--- src/rtl/div_unsigned_if.sv ---
// Handshake/operand bundle for div_unsigned.
// master drives start/z/b and observes results; slave is the divider.
interface div_unsigned_if #(
    parameter int WIDTH = 4
);
    logic                 start;
    logic [2*WIDTH-1:0]   z;
    logic [WIDTH-1:0]     b;
    logic                 busy;
    logic                 done;
    logic [WIDTH-1:0]     q;
    logic [WIDTH-1:0]     r;
    logic                 err;

    modport master (output start, z, b, input busy, done, q, r, err);
    modport slave  (input start, z, b, output busy, done, q, r, err);
endinterface

--- src/rtl/div_unsigned.sv ---
// Sequential restoring unsigned divider: 2*WIDTH-bit dividend / WIDTH-bit
// divisor, one quotient bit per cycle, WIDTH iterations per operation.
// Optional macro DIV_UNSIGNED_ERR_CHECK_EN: flags divide-by-zero and
// quotient overflow at launch and skips the iterations.
module div_unsigned #(
    parameter int WIDTH = 4
) (
    input  logic          clk,
    input  logic          rst,
    div_unsigned_if.slave bus
);
    localparam int CW = $clog2(WIDTH + 1);

    typedef enum logic [1:0] {IDLE, RUN, DONE} state_t;

    state_t             state_q;
    logic [WIDTH:0]     rem_q;     // partial remainder
    logic [WIDTH-1:0]   sh_q;      // dividend low bits shift out, quotient bits shift in
    logic [WIDTH-1:0]   b_q;
    logic [CW-1:0]      cnt_q;
    logic               busy_q;
    logic               done_q;
    logic [WIDTH-1:0]   q_q;
    logic [WIDTH-1:0]   r_q;
`ifdef DIV_UNSIGNED_ERR_CHECK_EN
    logic               err_q;
`endif

    logic [WIDTH+1:0]   rem_shift;
    logic [WIDTH:0]     rem_diff;
    logic               ge;
    logic [WIDTH:0]     rem_d;
    logic [WIDTH-1:0]   sh_d;

    // One restoring step: bring in the next dividend bit, trial-subtract b.
    always_comb begin
        rem_shift = {rem_q, sh_q[WIDTH-1]};
        ge        = (rem_shift >= {2'b00, b_q});
        rem_diff  = rem_shift[WIDTH:0] - {1'b0, b_q};
        rem_d     = ge ? rem_diff : rem_shift[WIDTH:0];
        sh_d      = {sh_q[WIDTH-2:0], ge};
    end

    // Control FSM plus datapath registers; all outputs are registered.
    always_ff @(posedge clk) begin
        if (rst) begin
            state_q <= IDLE;
            rem_q   <= '0;
            sh_q    <= '0;
            b_q     <= '0;
            cnt_q   <= '0;
            busy_q  <= 1'b0;
            done_q  <= 1'b0;
            q_q     <= '0;
            r_q     <= '0;
`ifdef DIV_UNSIGNED_ERR_CHECK_EN
            err_q   <= 1'b0;
`endif
        end else begin
            case (state_q)
                IDLE: begin
                    if (bus.start) begin
                        b_q   <= bus.b;
                        rem_q <= {1'b0, bus.z[2*WIDTH-1:WIDTH]};
                        sh_q  <= bus.z[WIDTH-1:0];
                        cnt_q <= '0;
`ifdef DIV_UNSIGNED_ERR_CHECK_EN
                        // A high half >= b means the quotient cannot fit in WIDTH bits.
                        if ((bus.b == '0) || (bus.z[2*WIDTH-1:WIDTH] >= bus.b)) begin
                            state_q <= DONE;
                            done_q  <= 1'b1;
                            err_q   <= 1'b1;
                            q_q     <= '0;
                            r_q     <= '0;
                        end else begin
                            state_q <= RUN;
                            busy_q  <= 1'b1;
                        end
`else
                        state_q <= RUN;
                        busy_q  <= 1'b1;
`endif
                    end
                end
                RUN: begin
                    rem_q <= rem_d;
                    sh_q  <= sh_d;
                    cnt_q <= cnt_q + CW'(1);
                    if (cnt_q == CW'(WIDTH - 1)) begin
                        state_q <= DONE;
                        busy_q  <= 1'b0;
                        done_q  <= 1'b1;
                        q_q     <= sh_d;
                        r_q     <= rem_d[WIDTH-1:0];
`ifdef DIV_UNSIGNED_ERR_CHECK_EN
                        err_q   <= 1'b0;
`endif
                    end
                end
                DONE: begin
                    state_q <= IDLE;
                    done_q  <= 1'b0;
                end
                default: begin
                    state_q <= IDLE;
                    busy_q  <= 1'b0;
                    done_q  <= 1'b0;
                end
            endcase
        end
    end

    assign bus.busy = busy_q;
    assign bus.done = done_q;
    assign bus.q    = q_q;
    assign bus.r    = r_q;
`ifdef DIV_UNSIGNED_ERR_CHECK_EN
    assign bus.err  = err_q;
`else
    assign bus.err  = 1'b0;
`endif

endmodule

--- src/flat_wrapper.sv ---
// flat-port wrapper written by rule: the top's interface ports become plain ports
module div_unsigned_flat 
#(
    parameter int WIDTH = 4
)
  (clk, rst, bus_start, bus_z, bus_b, bus_busy, bus_done, bus_q, bus_r, bus_err);
  div_unsigned_if #(.WIDTH(WIDTH)) bus_i ();
  input  logic clk;
  input  logic rst;
  input wire logic [$bits(bus_i.start)-1:0] bus_start;
  input wire logic [$bits(bus_i.z)-1:0] bus_z;
  input wire logic [$bits(bus_i.b)-1:0] bus_b;
  output wire logic [$bits(bus_i.busy)-1:0] bus_busy;
  output wire logic [$bits(bus_i.done)-1:0] bus_done;
  output wire logic [$bits(bus_i.q)-1:0] bus_q;
  output wire logic [$bits(bus_i.r)-1:0] bus_r;
  output wire logic [$bits(bus_i.err)-1:0] bus_err;
  assign bus_i.start = bus_start;
  assign bus_i.z = bus_z;
  assign bus_i.b = bus_b;
  assign bus_busy = bus_i.busy;
  assign bus_done = bus_i.done;
  assign bus_q = bus_i.q;
  assign bus_r = bus_i.r;
  assign bus_err = bus_i.err;
  div_unsigned #(.WIDTH(WIDTH)) u_core (.clk(clk), .rst(rst), .bus(bus_i));
endmodule
--- config.mk ---
export PLATFORM = sky130hd
export DESIGN_NAME = div_unsigned_flat
export DESIGN_NICKNAME = d
export VERILOG_FILES = /design/src/rtl/div_unsigned_if.sv /design/src/rtl/div_unsigned.sv /design/src/flat_wrapper.sv
export SDC_FILE = /design/constraint.sdc
export NUM_CORES = 1
export LEC_CHECK = 0
export BUFFER_PORTS_ARGS = -buffer_cell sky130_fd_sc_hd__buf_2
export CORE_UTILIZATION = 54
export CTS_CLUSTER_DIAMETER = 50
export CTS_CLUSTER_SIZE = 30
export DETAILED_ROUTE_END_ITERATION = 16
export PLACE_DENSITY = 0.84
export SKIP_LAST_GASP = 1
export SYNTH_ARGS = -nofsm -noshare
export SYNTH_HDL_FRONTEND = slang
export SYNTH_SLANG_ARGS = --single-unit
--- constraint.sdc ---
create_clock -name clk -period 2.2 [get_ports clk]
set_input_delay 0.44 -clock clk [delete_from_list [all_inputs] [get_ports clk]]
set_output_delay 0.44 -clock clk [all_outputs]
set_load 0.02 [all_outputs]
* After elaboration in Yosys (flattened, before gate mapping)
Cells that the tools add are included.
** Storage, ports and cells
- Flip-flop bits (word level) :: 28
- Input port bits :: 15
- Output and inout bits :: 11
- Word-level logic and storage cells :: 42
** Cells by class
- $add $sub $neg :: 2
- Order comparisons :: 1
- Eq/ne operators :: 5
- Multiplexer cells :: 15
- Bitwise operators :: 2
- Reduce and logical (&&, ||, !) cells :: 8
** Operators by type and width (count)
- 2-to-1 mux 5 bit :: 2
- case mux 5 bit (2 select lines) :: 1
- AND reduction 2 bit :: 5
- case mux 4 bit (2 select lines) :: 1
- greater-or-equal comparator 6 x 4 -> 1 bit :: 1
- case mux 3 bit (2 select lines) :: 1
- subtractor 5 x 4 -> 5 bit :: 1
- 2-to-1 mux 2 bit :: 2
- 2-to-1 mux 4 bit :: 1
- case mux 2 bit (2 select lines) :: 1
- adder 3 x 1 -> 3 bit (second input constant) :: 1
- equality test 3 x 2 -> 1 bit (second input constant) :: 1
- 2-to-1 mux 1 bit :: 3
- 2-to-1 mux 3 bit :: 1
- case mux 1 bit (3 select lines) :: 1
- AND reduction 3 bit :: 1
- equality test 2 x 1 -> 1 bit (second input constant) :: 1
- equality test 2 bit (second input constant) :: 1
- zero test 2 bit :: 1
- != test 2 x 1 -> 1 bit (second input constant) :: 1
- != test 2 bit (second input constant) :: 1
- inverter 1 bit :: 2
- case mux 1 bit (2 select lines) :: 1
- nonzero test 2 bit :: 1

* Logic depth before layout (Yosys ltp)
Gate-level depths: netlist (run 1).
- Depth in word-level cells :: 3
- Gate-level depth with buffers :: 9
- Gate-level depth less buffers :: 8

* Worst setup path before layout (run 1)
No wires, ideal clock.
- Path type :: register to register
- From :: register u_core.sh_q[3]
- To :: register u_core.rem_q[0]
- Setup time :: 117 ps
- Arrival time :: 1719 ps
- Required time :: 2083 ps
- Slack :: 364 ps
- Cell stages (with the launch flop) :: 10
- Buffers on the path :: 1
- Clock period less this slack :: 1836 ps
- Cell sequence :: dfxtp_1 inv_1 ha_1 inv_1 fa_1 nand3_1 and2_1 clkbuf_1 nand3_1 a32o_1
** On the way
- Longest elaborated chain between the ends :: 3
- Elaborated cells between the ends (all ways) :: 4
- Classes of those cells :: add/sub (1); order compare (1); mux (2)
** Ends and longest elaborated chain
- start: declaration :: RTL line div_unsigned.sv:18 : logic [WIDTH-1:0] sh_q;
- start signal: assignment :: RTL line div_unsigned.sv:65 : sh_q <= bus.z[WIDTH-1:0];
- subtractor 5 x 4 -> 5 bit or greater-or-equal comparator 6 x 4 -> 1 bit (tied branches) :: RTL line div_unsigned.sv:39, div_unsigned.sv:38
- 2-to-1 mux 5 bit (*) :: RTL line div_unsigned.sv:40 : rem_d = ge ? rem_diff : rem_shift[WIDTH:0];
- case mux 5 bit (2 select lines) (*) :: RTL line div_unsigned.sv:60 : case (state_q)
- end signal: assignment :: RTL line div_unsigned.sv:64 : rem_q <= {1'b0, bus.z[2*WIDTH-1:WIDTH]};
- end signal: assignment :: RTL line div_unsigned.sv:86 : rem_q <= rem_d;
- end: declaration :: RTL line div_unsigned.sv:17 : logic [WIDTH:0] rem_q;
Every way passes the cells marked *; elsewhere a longest branch is shown, timed or not.
A chain may end at the register's enable or synchronous reset.

* Final worst setup path (run 1)
- From :: register u_core.sh_q[3]
- To :: register u_core.r_q[0], in the netlist u_core.bus.r[0]
** On the way
- Longest elaborated chain between the ends :: 2
- Elaborated cells between the ends (all ways) :: 3
- Classes of those cells :: add/sub (1); order compare (1); mux (1)
** Ends and longest elaborated chain
- subtractor 5 x 4 -> 5 bit or greater-or-equal comparator 6 x 4 -> 1 bit (tied branches) :: RTL line div_unsigned.sv:39, div_unsigned.sv:38
- 2-to-1 mux 5 bit (*) :: RTL line div_unsigned.sv:40
- end signal: assignment :: RTL line div_unsigned.sv:94 : r_q <= rem_d[WIDTH-1:0];
- end: declaration :: RTL line div_unsigned.sv:24 : logic [WIDTH-1:0] r_q;
Marked as above.

==> results of run 1 <==
-- layout by cell type, fill, tap and decap left out, types with 4 or more instances in the layout --
cell	count
buf_2	24
nand2_1	17
a21oi_1	20
a22oi_1	4
inv_1	11
ha_1	6
dfxtp_1	28
o21ai_0	4
nor2_1	17
a211oi_1	4
-- worst min-delay path: cells and delay by family --
| family | cells | cell delay [ns] |
|---|---|---|
| AND/OR/NAND/NOR | 1 | 0.07 |
| AO/OA/AOI/OAI | 1 | 0.05 |
| buffers and inverters | 1 | 0.07 |
-- cell usage after synthesis, types with 2 or more instances --
| master | number |
|---|---|
| a211oi_1 | 4 |
| a21oi_1 | 20 |
| a22o_1 | 2 |
| a22oi_1 | 4 |
| a31oi_1 | 2 |
| a32o_1 | 2 |
| buf_2 | 3 |
| clkbuf_1 | 6 |
| dfxtp_1 | 28 |
| ha_1 | 6 |
| inv_1 | 11 |
| mux2i_1 | 3 |
| nand2_1 | 17 |
| nand2b_1 | 3 |
| nand3_1 | 3 |
| nor2_1 | 17 |
| nor2b_1 | 3 |
| nor3_1 | 2 |
| o21ai_0 | 4 |
| o31ai_1 | 3 |
| xor2_1 | 2 |
-- layout make-up --
type	instances	area, µm²
clock buffers	4	36.3
fillers	218	903
inverters	11	41.3
multi-input cells	121	786
flip-flops and latches	28	561
well taps	30	37.5
repair buffers	26	135
-- per-stage QoR --
step	std cells	area, µm²	utilization, %
finish	220	1600	63.9
global route	220	1600	63.9
CTS	220	1600	63.9
detailed placement	216	1560	62.4
global placement	216	1560	62.4
floorplan	171	1440	-
-- per-layer routing --
metal | global-route usage [%] | wire length (µm) | vias to the layer above | share of wire, %
met1 | 30.6 | 1490 | 618 | 45
met3 | 3.39 | 151 | 9 | 4.5
met5 | 0 | 0 | - | 0
li1 | - | - | 642 | -
met2 | 41.6 | 1630 | 53 | 49
met4 | 10.1 | 65 | 0 | 1.9
-- worst paths after layout --
path                                                    from                      endpoint  slack, ns
worst max-delay path             u_core.sh_q[3]$_SDFFE_PP0P_  u_core.bus.r[0]$_SDFFE_PP0P_       0.20
worst max register to register   u_core.sh_q[3]$_SDFFE_PP0P_  u_core.bus.r[0]$_SDFFE_PP0P_       0.20
worst min register to register  u_core.bus.q[2]$_SDFFE_PP0P_  u_core.bus.q[2]$_SDFFE_PP0P_       0.47
worst min-delay path                                bus_b[3]    u_core.b_q[3]$_SDFFE_PP0P_       0.33
-- flip-flops by register name, summed over array words and instances, names as in the netlist --
name and count:
u_core.bus.busy 1, u_core.bus.r 4, u_core.bus.q 4, u_core.cnt_q 3, u_core.state_q 2, u_core.bus.done 1
u_core.b_q 4, u_core.sh_q 4, u_core.rem_q 5
-- kinds of logic after synthesis --
group | count (synthesis) | share of synthesized area (%)
AND/OR/NAND/NOR | 56 | 20.0
AO/OA/AOI/OAI | 52 | 24.3
flip-flops | 28 | 38.8
buffers and inverters | 22 | 6.76
adder cells (fa/ha/maj) | 7 | 6.59
multiplexers | 3 | 2.08
XOR/XNOR | 2 | 1.21
other | 1 | 0.260
-- power groups by stage --
stage	registers [W]	clock network, W	logic [W]
2_1_floorplan	0.000569	0	0.000246
3_3_place_gp	0.000578	0	0.000287
3_5_place_dp	0.000579	0	0.000296
4_1_cts	0.000568	0.000262	0.000301
5_1_grt	0.000572	0.000275	0.000335
6_report	0.000570	0.000256	0.000305
==> metrics.txt, run 1 <==
antenna viol nets, final 0; CP max-delay cell fa_1; post-synthesis sequential area ratio 38.8%; post-synth top area share 38.8%; layout cells sized above 1 19.5%; status finished, final reports clean; post-cts gate resize count 0; Syn. warnings 0; period utilization between 90% and 100%; core area 2500 µm²; Crit path max-delay family adder cells; synth unique cells 47; Seq pwr share between 50% and 60%; Top FF cell, synth dfxtp_1; Hold Path Class in -> reg; gr usage total between 20% and 30%; total clock sinks 28; Final Hold Fails 0; VDD IR max about 0.38 mV; DIE HEIGHT 53.7 µm; Starting DRT DRC Count 63; critical path class reg -> reg; Stages on worst setup path 8; final setup margin 0.199 ns; combinational fraction of design power around 27%; Fmax between 0.4 and 0.5 GHz; H-tree depth 1; I/O Buffers 24; IO Pins 26; WL final between 3000 and 4000 µm; antenna violations before repair 0; fraction of registers with async set/reset 0%; critical path cell sequence inv_1 > ha_1 > inv_1 > fa_1 > nand3_1 > nand2_1 > o21ai_0 > a32o_1; Worst Setup End Kind register; cell row count 18; clk root buf clkbuf_4; Crit path top cell by count inv_1; detailed-route via count between 1000 and 1500; Area Growth Syn to Fin 10.6%; slowest stage delay, CP approximately 0.46 ns; clk_lat worst skew about 0.33 ns; power share of the clock group ~23%; largest net degree at the start of global routing 26; pre-CTS WS between 0.2 and 0.25 ns; total of max-cap violations 0; Switching Share about a third; detailed-route wire length per cell approximately 15 µm; Num CTS Buffers 3; total negative slack 0 ns; detailed-route DRC error count 0; clk_skew between 0.002 and 0.0025 ns; crit path max fanout 7; Tot Pwr around 0.0011 W; first-pass GRT wire length a little over 5000 µm; PwrDens 709 nW/µm²; Buf+Inv Stages, Crit Path 2; CTS Hold Bufs 0; Final Setup Violations 0; fin. max-slew vios 0; ANT cells 0; Post-synth EDFFs 0; P_sw about 0.00038 W; RSZ-0062 raised after global routing false; Mean Syn Cell Area ~8.4 µm²; synth top area cells dfxtp_1, a21oi_1, ha_1, nand2_1, nor2_1; Die Wd ~54 µm; hold depth 3; clock period minus worst slack roughly 2 ns; grt ovf 0; RD Place Congestion 0.904; Hold Slack 0.328 ns; drt pass-1 iters 4; Leakage roughly 0.67 nW; Initial Utilization 57.8%; Die Footprint 2880 µm²; number of global-route vias before repair 1191; Arr. time, crit path 2.29 ns; Synthesized Nets ~190; Mapped Cells around 170; Setup crit start kind register; Clk pin slew, worst setup/hold paths approximately 0.15 ns; Detailed Place HPWL between 2000 and 2500 µm; r2r worst-path depth 8; setup bufs post-CTS 0; Worst Path Required approximately 2.5 ns; maximum root-to-sink buffer count 2; number of synthesized register bits 28; Via density approximately 6; CTS tree yes; Cell Int Power roughly 0.00075 W; nets between 200 and 250; post-synth top area cell dfxtp_1; Syn Std Cell Area 1440 µm²
No activity file was read; power rests on OpenSTA's default activity.
==> run 2, diff against run 1 <==
--- a/config.mk
+++ b/config.mk
@@ -6,12 +6,15 @@
 export NUM_CORES = 1
 export LEC_CHECK = 0
 export BUFFER_PORTS_ARGS = -buffer_cell sky130_fd_sc_hd__buf_2
-export CORE_UTILIZATION = 54
+export CORE_UTILIZATION = 57
+export CTS_BUF_LIST = sky130_fd_sc_hd__clkbuf_2 sky130_fd_sc_hd__clkbuf_4 sky130_fd_sc_hd__clkbuf_8
 export CTS_CLUSTER_DIAMETER = 50
 export CTS_CLUSTER_SIZE = 30
 export DETAILED_ROUTE_END_ITERATION = 16
-export PLACE_DENSITY = 0.84
+export PLACE_DENSITY = 0.87
+export SKIP_CTS_REPAIR_TIMING = 1
 export SKIP_LAST_GASP = 1
+export SLEW_MARGIN = 10
 export SYNTH_ARGS = -nofsm -noshare
 export SYNTH_HDL_FRONTEND = slang
 export SYNTH_SLANG_ARGS = --single-unit
==> metrics.txt, run 2 (synthesis gave the netlist of run 1 again) <==
status finished, final reports clean; Worst Path Required between 2 and 2.5 ns; slowest stage delay, CP 0.46 ns; Setup crit start kind register; Final Setup Violations 0; Crit path top cell by count inv_1; crit path max fanout 7; most frequent cells in the layout dfxtp_1, buf_2, a21oi_1, nand2_1, nor2_1; crit path to u_core.rem_q[4]$_SDFFE_PP0P_; r2r worst-path depth 8; layout cells sized above 1 19.0%; Num CTS Buffers 3; Die Footprint 2740 µm²; most common cell after layout, fill and taps aside dfxtp_1; grt ovf 0; Stages on worst setup path 8; first-pass GRT wire length roughly 5500 µm; met3 WL between 150 and 200 µm; largest net degree at the start of global routing 26; clk root buf clkbuf_4; met2 WL post-DR 1590 µm; Seq pwr share 47.0%; cell row count 17; Most flops, register u_core.rem_q; core area roughly 2300 µm²; Starting DRT DRC Count 44; maximum root-to-sink buffer count 2; Leakage 0.674 nW; Switching Share 31.0%; Worst R2R End u_core.rem_q[4]$_SDFFE_PP0P_; VDD IR max 0.516 mV; IO Pins 26; Via density around 6; combinational fraction of design power between 20% and 30%; I/O Buffers 24; Cell Int Power around 0.00084 W; DIE HEIGHT 52.3 µm; clk_skew 0.00986 ns; length of routed wiring on met1 around 1500 µm; RSZ-0062 raised after global routing false; Initial Utilization a little over three fifths; period utilization between 90% and 100%; max reg flops 5; power share of the clock group between 20% and 30%; H-tree depth 1; detailed-route DRC error count 0; Die Wd roughly 52 µm; nets 212; Fmax just under 0.5 GHz; RD Place Congestion 0.945; Worst slew margin around two thirds; detailed-route wire length per cell 15.3 µm; Final Hold Fails 0; total clock sinks 28; CP Launch Point u_core.sh_q[3]$_SDFFE_PP0P_; area of the multi-input gates between 700 and 800 µm²; CP max-delay cell fa_1; total negative slack 0 ns; Area Growth Syn to Fin 11.0%; clk_lat worst skew ~0.33 ns; Worst R2R Start u_core.sh_q[3]$_SDFFE_PP0P_; Hold Path Class in -> reg; critical path class reg -> reg; total of max-cap violations 0; antenna viol nets, final 0; setup slack, reg-to-reg about 0.15 ns; P_sw 0.000376 W; Buf+Inv Stages, Crit Path 2; number of global-route vias before repair ~1300; final setup margin about 0.15 ns; WL final roughly 3300 µm; clock period minus worst slack approximately 2.1 ns; register area 561 µm²; Clk pin slew, worst setup/hold paths 0.16 ns; Worst Setup End Kind register; pre-CTS WS 0.210 ns; Worst Max-Slew Pin Slew 0.514 ns; ANT cells 0; critical path cell sequence inv_1 > ha_1 > inv_1 > fa_1 > nand3_1 > nand2_1 > or3_1 > a211oi_2; Fillers ~200; detailed-route via count ~1300; fin. max-slew vios 0; CTS tree yes; Crit path max-delay family simple AND/OR/NAND/NOR gates; Detailed Place HPWL 2460 µm; drt pass-1 iters 4; antenna violations before repair 0; PwrDens between 700 and 800 nW/µm²; DR top layer met4; gr usage total around 27%; Arr. time, crit path between 2 and 2.5 ns
==> run 2: stage by stage <==
step | area, µm² | util, % | hold WS, ns | instances | power, W
global route | 1600 | 69.8 | 0.341 | 217 | 0.00127
CTS | 1600 | 69.8 | 0.328 | 217 | 0.00120
detailed placement | 1550 | 67.5 | 0.448 | 213 | 0.000869
finish | 1600 | 69.8 | 0.331 | 217 | 0.00121
floorplan | 1440 | - | 0.445 | 171 | 0.000814
global placement | 1550 | 67.5 | 0.436 | 213 | 0.000857
==> run 2: area by class of cell <==
type,instances,area share [%]
Tap cell,28,2.19
Clock inverter,1,1.87
Sequential cell,28,35.0
Clock buffer,3,1.41
Multi-Input combinational cell,121,49.0
Timing Repair Buffer,25,7.96
Inverter,11,2.58
==> run 2: worst reg2reg max path: cells and delay by family (launching register included) <==
family	cells	cell delay [ns]
buf+inv	2	0.18
fa+ha+maj	2	0.63
simple gates	3	0.67
flops	1	0.33
compound gates	1	0.19
==> run 2: worst min path at each step <==
stage | start | end | slack [ns] | depth (start not counted)
after global placement | u_core.bus.r[2]$_SDFFE_PP0P_ | u_core.bus.r[2]$_SDFFE_PP0P_ | 0.44 | 2
after floorplan | u_core.sh_q[1]$_SDFFE_PP0P_ | u_core.bus.q[2]$_SDFFE_PP0P_ | 0.44 | 2
final | bus_b[3] | u_core.b_q[3]$_SDFFE_PP0P_ | 0.33 | 3
after CTS | bus_b[3] | u_core.b_q[3]$_SDFFE_PP0P_ | 0.33 | 3
after detailed placement | u_core.bus.q[1]$_SDFFE_PP0P_ | u_core.bus.q[1]$_SDFFE_PP0P_ | 0.45 | 2
after global routing | bus_b[2] | u_core.b_q[2]$_SDFFE_PP0P_ | 0.34 | 3
==> run 2: power by group through the flow <==
stage	combinational [W]	clock (W)	sequential [W]
floorplan	0.000246	0	0.000569
global placement	0.000280	0	0.000577
detailed placement	0.000291	0	0.000578
CTS	0.000295	0.000341	0.000568
global route	0.000333	0.000360	0.000573
finish	0.000305	0.000338	0.000569
==> run 2: routing by layer <==
layer / vias to the layer above / global-route usage (%)
li1: 643 / -
met1: 614 / 34.9
met2: 55 / 44.5
met3: 9 / 2.90
met4: 0 / 12.3
met5: - / 0
